<file path="src/rtl/pcpi_issue_ctrl.sv">
// pcpi_issue_ctrl: PCPI initiator.
// Takes one command (insn + two operands) at a time, presents it on the
// PCPI request lines until a responder finishes or a watchdog gives up,
// then offers the outcome on a valid/ready response port.
module pcpi_issue_ctrl #(
  parameter int TIMEOUT_CYCLES = 16,
  parameter int CNT_W          = 8
) (
  input  logic             clk,
  input  logic             resetn,
  // command port
  input  logic             cmd_valid,
  output logic             cmd_ready,
  input  logic [31:0]      cmd_insn,
  input  logic [31:0]      cmd_rs1,
  input  logic [31:0]      cmd_rs2,
  // response port
  output logic             rsp_valid,
  input  logic             rsp_ready,
  output logic [31:0]      rsp_rd,
  output logic             rsp_wr,
  output logic             rsp_timeout,
  // PCPI request / response
  output logic             pcpi_valid,
  output logic [31:0]      pcpi_insn,
  output logic [31:0]      pcpi_rs1,
  output logic [31:0]      pcpi_rs2,
  input  logic             pcpi_wr,
  input  logic [31:0]      pcpi_rd,
  input  logic             pcpi_wait,
  input  logic             pcpi_ready,
  // status
  output logic             busy,
  output logic [CNT_W-1:0] done_count,
  output logic [CNT_W-1:0] timeout_count
);

  // Watchdog must be able to hold TIMEOUT_CYCLES itself; keep at least 1 bit
  // so the disabled configuration still elaborates.
  localparam int WD_W = (TIMEOUT_CYCLES > 1) ? $clog2(TIMEOUT_CYCLES + 1) : 1;
  localparam logic [WD_W-1:0]  WD_LOAD = WD_W'(TIMEOUT_CYCLES);
  localparam logic [WD_W-1:0]  WD_ONE  = WD_W'(1);
  localparam logic [CNT_W-1:0] CNT_MAX = {CNT_W{1'b1}};
  localparam logic [CNT_W-1:0] CNT_ONE = CNT_W'(1);

  typedef enum logic [1:0] {
    ST_IDLE  = 2'd0,
    ST_ISSUE = 2'd1,
    ST_RESP  = 2'd2
  } state_t;

  state_t           state_q, state_d;
  logic [WD_W-1:0]  wd_q, wd_d;
  logic             pcpi_valid_q, pcpi_valid_d;
  logic [31:0]      pcpi_insn_q, pcpi_insn_d;
  logic [31:0]      pcpi_rs1_q, pcpi_rs1_d;
  logic [31:0]      pcpi_rs2_q, pcpi_rs2_d;
  logic             rsp_valid_q, rsp_valid_d;
  logic [31:0]      rsp_rd_q, rsp_rd_d;
  logic             rsp_wr_q, rsp_wr_d;
  logic             rsp_timeout_q, rsp_timeout_d;
  logic             busy_q, busy_d;
  logic [CNT_W-1:0] done_count_q, done_count_d;
  logic [CNT_W-1:0] timeout_count_q, timeout_count_d;

  // Next-state and registered-output computation for the issue FSM.
  always_comb begin
    state_d         = state_q;
    wd_d            = wd_q;
    pcpi_valid_d    = pcpi_valid_q;
    pcpi_insn_d     = pcpi_insn_q;
    pcpi_rs1_d      = pcpi_rs1_q;
    pcpi_rs2_d      = pcpi_rs2_q;
    rsp_valid_d     = rsp_valid_q;
    rsp_rd_d        = rsp_rd_q;
    rsp_wr_d        = rsp_wr_q;
    rsp_timeout_d   = rsp_timeout_q;
    done_count_d    = done_count_q;
    timeout_count_d = timeout_count_q;

    case (state_q)
      ST_IDLE: begin
        if (cmd_valid) begin
          // Operands are captured once here and held for the whole request.
          pcpi_insn_d  = cmd_insn;
          pcpi_rs1_d   = cmd_rs1;
          pcpi_rs2_d   = cmd_rs2;
          pcpi_valid_d = 1'b1;
          wd_d         = WD_LOAD;
          state_d      = ST_ISSUE;
        end
      end

      ST_ISSUE: begin
        if (pcpi_ready) begin
          // Completion takes priority over an expiring watchdog. Dropping
          // pcpi_valid on this edge keeps a registered responder from
          // firing a second time.
          pcpi_valid_d  = 1'b0;
          rsp_valid_d   = 1'b1;
          rsp_rd_d      = pcpi_wr ? pcpi_rd : 32'h0;
          rsp_wr_d      = pcpi_wr;
          rsp_timeout_d = 1'b0;
          if (done_count_q != CNT_MAX) begin
            done_count_d = done_count_q + CNT_ONE;
          end
          state_d = ST_RESP;
        end else if (pcpi_wait) begin
          // A responder has claimed the instruction; restart the watchdog.
          wd_d = WD_LOAD;
        end else if (TIMEOUT_CYCLES != 0) begin
          wd_d = wd_q - WD_ONE;
          if (wd_q == WD_ONE) begin
            pcpi_valid_d  = 1'b0;
            rsp_valid_d   = 1'b1;
            rsp_rd_d      = 32'h0;
            rsp_wr_d      = 1'b0;
            rsp_timeout_d = 1'b1;
            if (timeout_count_q != CNT_MAX) begin
              timeout_count_d = timeout_count_q + CNT_ONE;
            end
            state_d = ST_RESP;
          end
        end
      end

      ST_RESP: begin
        // Response data stays put until the consumer takes it.
        if (rsp_ready) begin
          rsp_valid_d = 1'b0;
          state_d     = ST_IDLE;
        end
      end

      default: begin
        state_d      = ST_IDLE;
        pcpi_valid_d = 1'b0;
        rsp_valid_d  = 1'b0;
      end
    endcase

    busy_d = (state_d != ST_IDLE);
  end

  // State and output registers; reset asserts asynchronously.
  always_ff @(posedge clk or negedge resetn) begin
    if (!resetn) begin
      state_q         <= ST_IDLE;
      wd_q            <= '0;
      pcpi_valid_q    <= 1'b0;
      pcpi_insn_q     <= '0;
      pcpi_rs1_q      <= '0;
      pcpi_rs2_q      <= '0;
      rsp_valid_q     <= 1'b0;
      rsp_rd_q        <= '0;
      rsp_wr_q        <= 1'b0;
      rsp_timeout_q   <= 1'b0;
      busy_q          <= 1'b0;
      done_count_q    <= '0;
      timeout_count_q <= '0;
    end else begin
      state_q         <= state_d;
      wd_q            <= wd_d;
      pcpi_valid_q    <= pcpi_valid_d;
      pcpi_insn_q     <= pcpi_insn_d;
      pcpi_rs1_q      <= pcpi_rs1_d;
      pcpi_rs2_q      <= pcpi_rs2_d;
      rsp_valid_q     <= rsp_valid_d;
      rsp_rd_q        <= rsp_rd_d;
      rsp_wr_q        <= rsp_wr_d;
      rsp_timeout_q   <= rsp_timeout_d;
      busy_q          <= busy_d;
      done_count_q    <= done_count_d;
      timeout_count_q <= timeout_count_d;
    end
  end

  assign cmd_ready     = (state_q == ST_IDLE);
  assign pcpi_valid    = pcpi_valid_q;
  assign pcpi_insn     = pcpi_insn_q;
  assign pcpi_rs1      = pcpi_rs1_q;
  assign pcpi_rs2      = pcpi_rs2_q;
  assign rsp_valid     = rsp_valid_q;
  assign rsp_rd        = rsp_rd_q;
  assign rsp_wr        = rsp_wr_q;
  assign rsp_timeout   = rsp_timeout_q;
  assign busy          = busy_q;
  assign done_count    = done_count_q;
  assign timeout_count = timeout_count_q;

endmodule

</file>
<file path="config.mk">
export PLATFORM = sky130hd
export DESIGN_NAME = pcpi_issue_ctrl
export DESIGN_NICKNAME = d
export VERILOG_FILES = /design/src/rtl/pcpi_issue_ctrl.sv
export SDC_FILE = /design/constraint.sdc
export NUM_CORES = 1
export LEC_CHECK = 0
export CAP_MARGIN = 5
export CELL_PAD_IN_SITES_DETAIL_PLACEMENT = 0
export CELL_PAD_IN_SITES_GLOBAL_PLACEMENT = 1
export CORE_UTILIZATION = 30
export DETAILED_ROUTE_END_ITERATION = 8
export PLACE_DENSITY = 0.9
export SLEW_MARGIN = 20
export SYNTH_ARGS = -nofsm -noshare
export SYNTH_HDL_FRONTEND = slang
export SYNTH_SLANG_ARGS = --single-unit
</file>
<file path="constraint.sdc">
create_clock -name clk -period 2.25 [get_ports clk]
set_input_delay 0.225 -clock clk [delete_from_list [all_inputs] [get_ports clk]]
set_output_delay 0.225 -clock clk [all_outputs]
set_load 0.05 [all_outputs]
</file>
==> metrics.log <==
INFO  metric whs_path_depth = 3
INFO  metric synth_seq_area_share = 63.7%
INFO  metric cts_post_setup_buffers_inserted = 0
INFO  metric critPathBufInv = 1
INFO  metric critPathRequiredTime = 2.03 ns
INFO  metric run_status = finished, final reports clean
INFO  metric type_of_the_worst_setup_path = register to primary output
INFO  metric clock_path_buffers = 2
INFO  metric tns = 0 ns
INFO  metric cp_top_family = buffers and inverters
INFO  metric post_drt_via_cell_ratio = 4.39
INFO  metric dr_wl_met2 = 7.92 mm
INFO  metric clk_pin_slew_worst_paths = 0.07 ns
INFO  metric floorplan.rows = 51
INFO  metric synth_top_cell_area_share = 63.7%
INFO  metric net_count_of_the_mapped_netlist = 753
INFO  metric powerDensity = 1670 mW/mm2
INFO  metric place.port_buffers = 284
INFO  metric cts_inserted_buffers = 17
INFO  metric critPathArrivalTime = 1.73 ns
INFO  metric worstPathMaxFanout = 6
INFO  metric worst-slew-pin-transition = 0.585 ns
INFO  metric synth.yosys.warnings = 0
INFO  metric post-route-min-period = 1.96 ns
INFO  metric drc = 0
INFO  metric critical-path-slowest-cell = clkdlybuf4s50_1
INFO  metric 1st_iter_drt_viols = 184
INFO  metric timing.max_cap.violations = 0
INFO  metric max_stage_delay = 0.84 ns
INFO  metric synthTopCellsByCount = 302 x nand2_1, 156 x dfrtp_1, 33 x a22o_1, 17 x buf_2, 14 x nor2_1
INFO  metric floorplan_core_area = 0.0197 mm2
INFO  metric period_share = 87.0%
INFO  metric start_kind = register
INFO  metric routedLengthMet1 = 7.42 mm
INFO  metric cts_sinks = 156
INFO  metric die_area = 0.0210 mm2
INFO  metric report.final.hold_viol_count = 0
INFO  metric overflow = 0
INFO  metric cts.htree.levels = 4
INFO  metric synth.ff_latch_count = 156
INFO  metric worst_setup_timing_slack_at_the_placement_stage = 0.373 ns
INFO  metric avgSynthCellArea = 9.98 um2
INFO  metric met3_wirelength = 1.51 mm
INFO  metric dr.max_layer_used = met4
INFO  metric hpwlAfterDp = 11.8 mm
INFO  metric synth_edf_count = 0
INFO  metric power_leakage = 4.71 nW
INFO  metric post-synth-top-count-cell = nand2_1
INFO  metric timing_max_transition_violations_final = 0
INFO  metric fp.dieH = 145 um
INFO  metric dp.cells = 1143
INFO  metric overall_via_count_from_detail_route = 5169
INFO  metric netlist_area = 0.00613 mm2
INFO  metric tritoncts = built
INFO  metric chipWidth = 145 um
INFO  metric clock-root-buffer = clkbuf_16
INFO  metric finish.net_count = 1037
INFO  metric firstDrtPassIters = 4
INFO  metric finalSetupViolCount = 0
INFO  metric path_cells = clkdlybuf4s50_1
INFO  metric synth.area.top_cells = dfrtp_1 64%, nand2_1 19%, a22o_1 4.7%
INFO  metric rsz0062_at_grt = false
INFO  metric track_usage = 16.2%
INFO  metric fin_cells = 1177
INFO  metric initial_utilization = 31.1%
INFO  metric timing.reg2reg.worst_path_depth = 5
INFO  metric setup_ws = 0.291 ns
INFO  metric worst_ir_drop_vdd = 0.890 mV
INFO  metric areaGrowthSynthToFinish = 63.3%
INFO  metric cp.depth = 1
INFO  metric post-route-cell-area = 0.0100 mm2
INFO  metric placedInstanceArea = 0.00934 mm2
INFO  metric top_level_ports = 285
INFO  metric grt_pass1_vias = 5004
INFO  metric wl_per_cell = 14.5 um
INFO  metric finalWirelength = 17.0 mm
INFO  metric grt_start_max_net_pins = 73
INFO  metric dominantRegCellSynth = dfrtp_1
INFO  metric fmax = 0.511 GHz
INFO  metric fraction_of_final_layout_cells_sized_beyond_drive_strength_1 = 6.26%
INFO  metric count_of_antenna_violating_nets_left_after_detailed_routing = 0
INFO  metric syn_inst = 614
INFO  metric synthArstFlopShare = 100%
INFO  metric timing.critical_path.to_type = primary output
INFO  metric synth.lib_cells_used.distinct = 41
INFO  metric timing.clock.skew = 0.0219 ns
INFO  metric worst_slew_margin_rel = 61.0%
INFO  metric grt_first_pass_wirelength = 26.1 mm
INFO  metric synth_area_leader_cell = dfrtp_1
INFO  metric worstSkewPairLatency = 0.42 ns
INFO  metric routability_congestion = 0.778
INFO  metric hold_path_class = input port to register
INFO  metric antenna_violations_before_repair = 1
kinds of logic (layout without fill, tap and decap cells):
kind of cell / Yosys count / after routing / share of synthesized area (%)
XOR/XNOR: 8 / 8 / 1.14
AO/OA/AOI/OAI: 58 / 58 / 7.35
flip-flops: 156 / 156 / 63.7
buffers and inverters: 35 / 332 / 2.55
multiplexers: 5 / 5 / 0.960
adder cells (fa/ha/maj): 4 / 4 / 0.817
AND/OR/NAND/NOR: 348 / 348 / 23.4
other: 0 / 1 / 0
registers in the layout, summed over array words and instances (netlist names):
name           count
timeout_count      8
rsp_rd            32
pcpi_rs2          32
state_q            2
rsp_valid          1
rsp_timeout        1
rsp_wr             1
wd_q               5
pcpi_rs1          32
pcpi_insn         32
busy               1
pcpi_valid         1
done_count         8
cell type report:
| cell class | count | area, um2 |
|---|---|---|
| fill | 1786 | 9720 |
| clock inverter | 15 | 225 |
| inverter | 5 | 18.8 |
| sequential | 156 | 3900 |
| antenna | 1 | 2.50 |
| tap | 265 | 332 |
| multi-input combinational | 423 | 2080 |
| timing repair buffer | 295 | 3010 |
| clock buffer | 17 | 425 |
stage by stage:
step | power, W | util (%) | hold slack (ns)
2_1_floorplan | 0.0104 | - | -0.0706
3_3_place_gp | 0.0135 | 47.4 | 0.238
3_5_place_dp | 0.0136 | 47.4 | 0.250
4_1_cts | 0.0169 | 50.7 | 0.307
5_1_grt | 0.0176 | 50.7 | 0.319
6_report | 0.0167 | 50.7 | 0.329
worst paths after layout:
| kind | start | slack [ns] | to |
|---|---|---|---|
| worst max register to register | state_q[1] | 0.57 | rsp_rd[18] |
| worst min-delay path | cmd_rs1[8] | 0.33 | pcpi_rs1[8] |
| worst max-delay path | timeout_count[2] | 0.29 | timeout_count[2] |
| worst min register to register | pcpi_rs2[4] | 0.47 | pcpi_rs2[4] |
| max in group asynchronous | resetn | 1.18 | pcpi_insn[13] |
| min in group asynchronous | resetn | 0.36 | pcpi_insn[27] |
cell usage in the layout, fill, tap and decap left out, drive strengths merged, types with 2 or more instances in the layout:
master / instances
nand2: 302
clkdlybuf4s50: 282
dfrtp: 156
a22o: 33
clkbuf: 17
nor2: 14
inv: 13
buf: 12
o21ai: 11
xor2: 7
nand2b: 6
a21oi: 6
nand3: 5
nor3: 5
ha: 4
bufinv: 4
mux2: 4
or2: 3
nand4: 3
clkinv: 3
nor4b: 2
nor2b: 2
a21o: 2
a31oi: 2
tightest hold or removal path, delay by kind of cell:
| kind | cells | cell delay (ns) |
|---|---|---|
| buf+inv | 1 | 0.40 |
| simple gates | 2 | 0.09 |
where the power goes:
part,total (W),internal (W),switching (W),leakage (nW)
Combinational,0.00882,0.00292,0.00590,2.42
Sequential,0.00471,0.00398,0.000731,1.97
Clock,0.00318,0.00191,0.00128,0.320
Total,0.0167,0.00880,0.00791,4.71
layer usage:
metal	track usage, %	vias to the layer above
met2	26.2	190
met1	19.9	2423
met5	0	-
met3	6.15	11
li1	-	2545
met4	5.10	0
repair_timing:
action	CTS	global route
endpoints found under the hold margin	53	0
hold buffers	1	0
gates resized for setup	0	0
No activity file was read; power rests on OpenSTA's default activity.
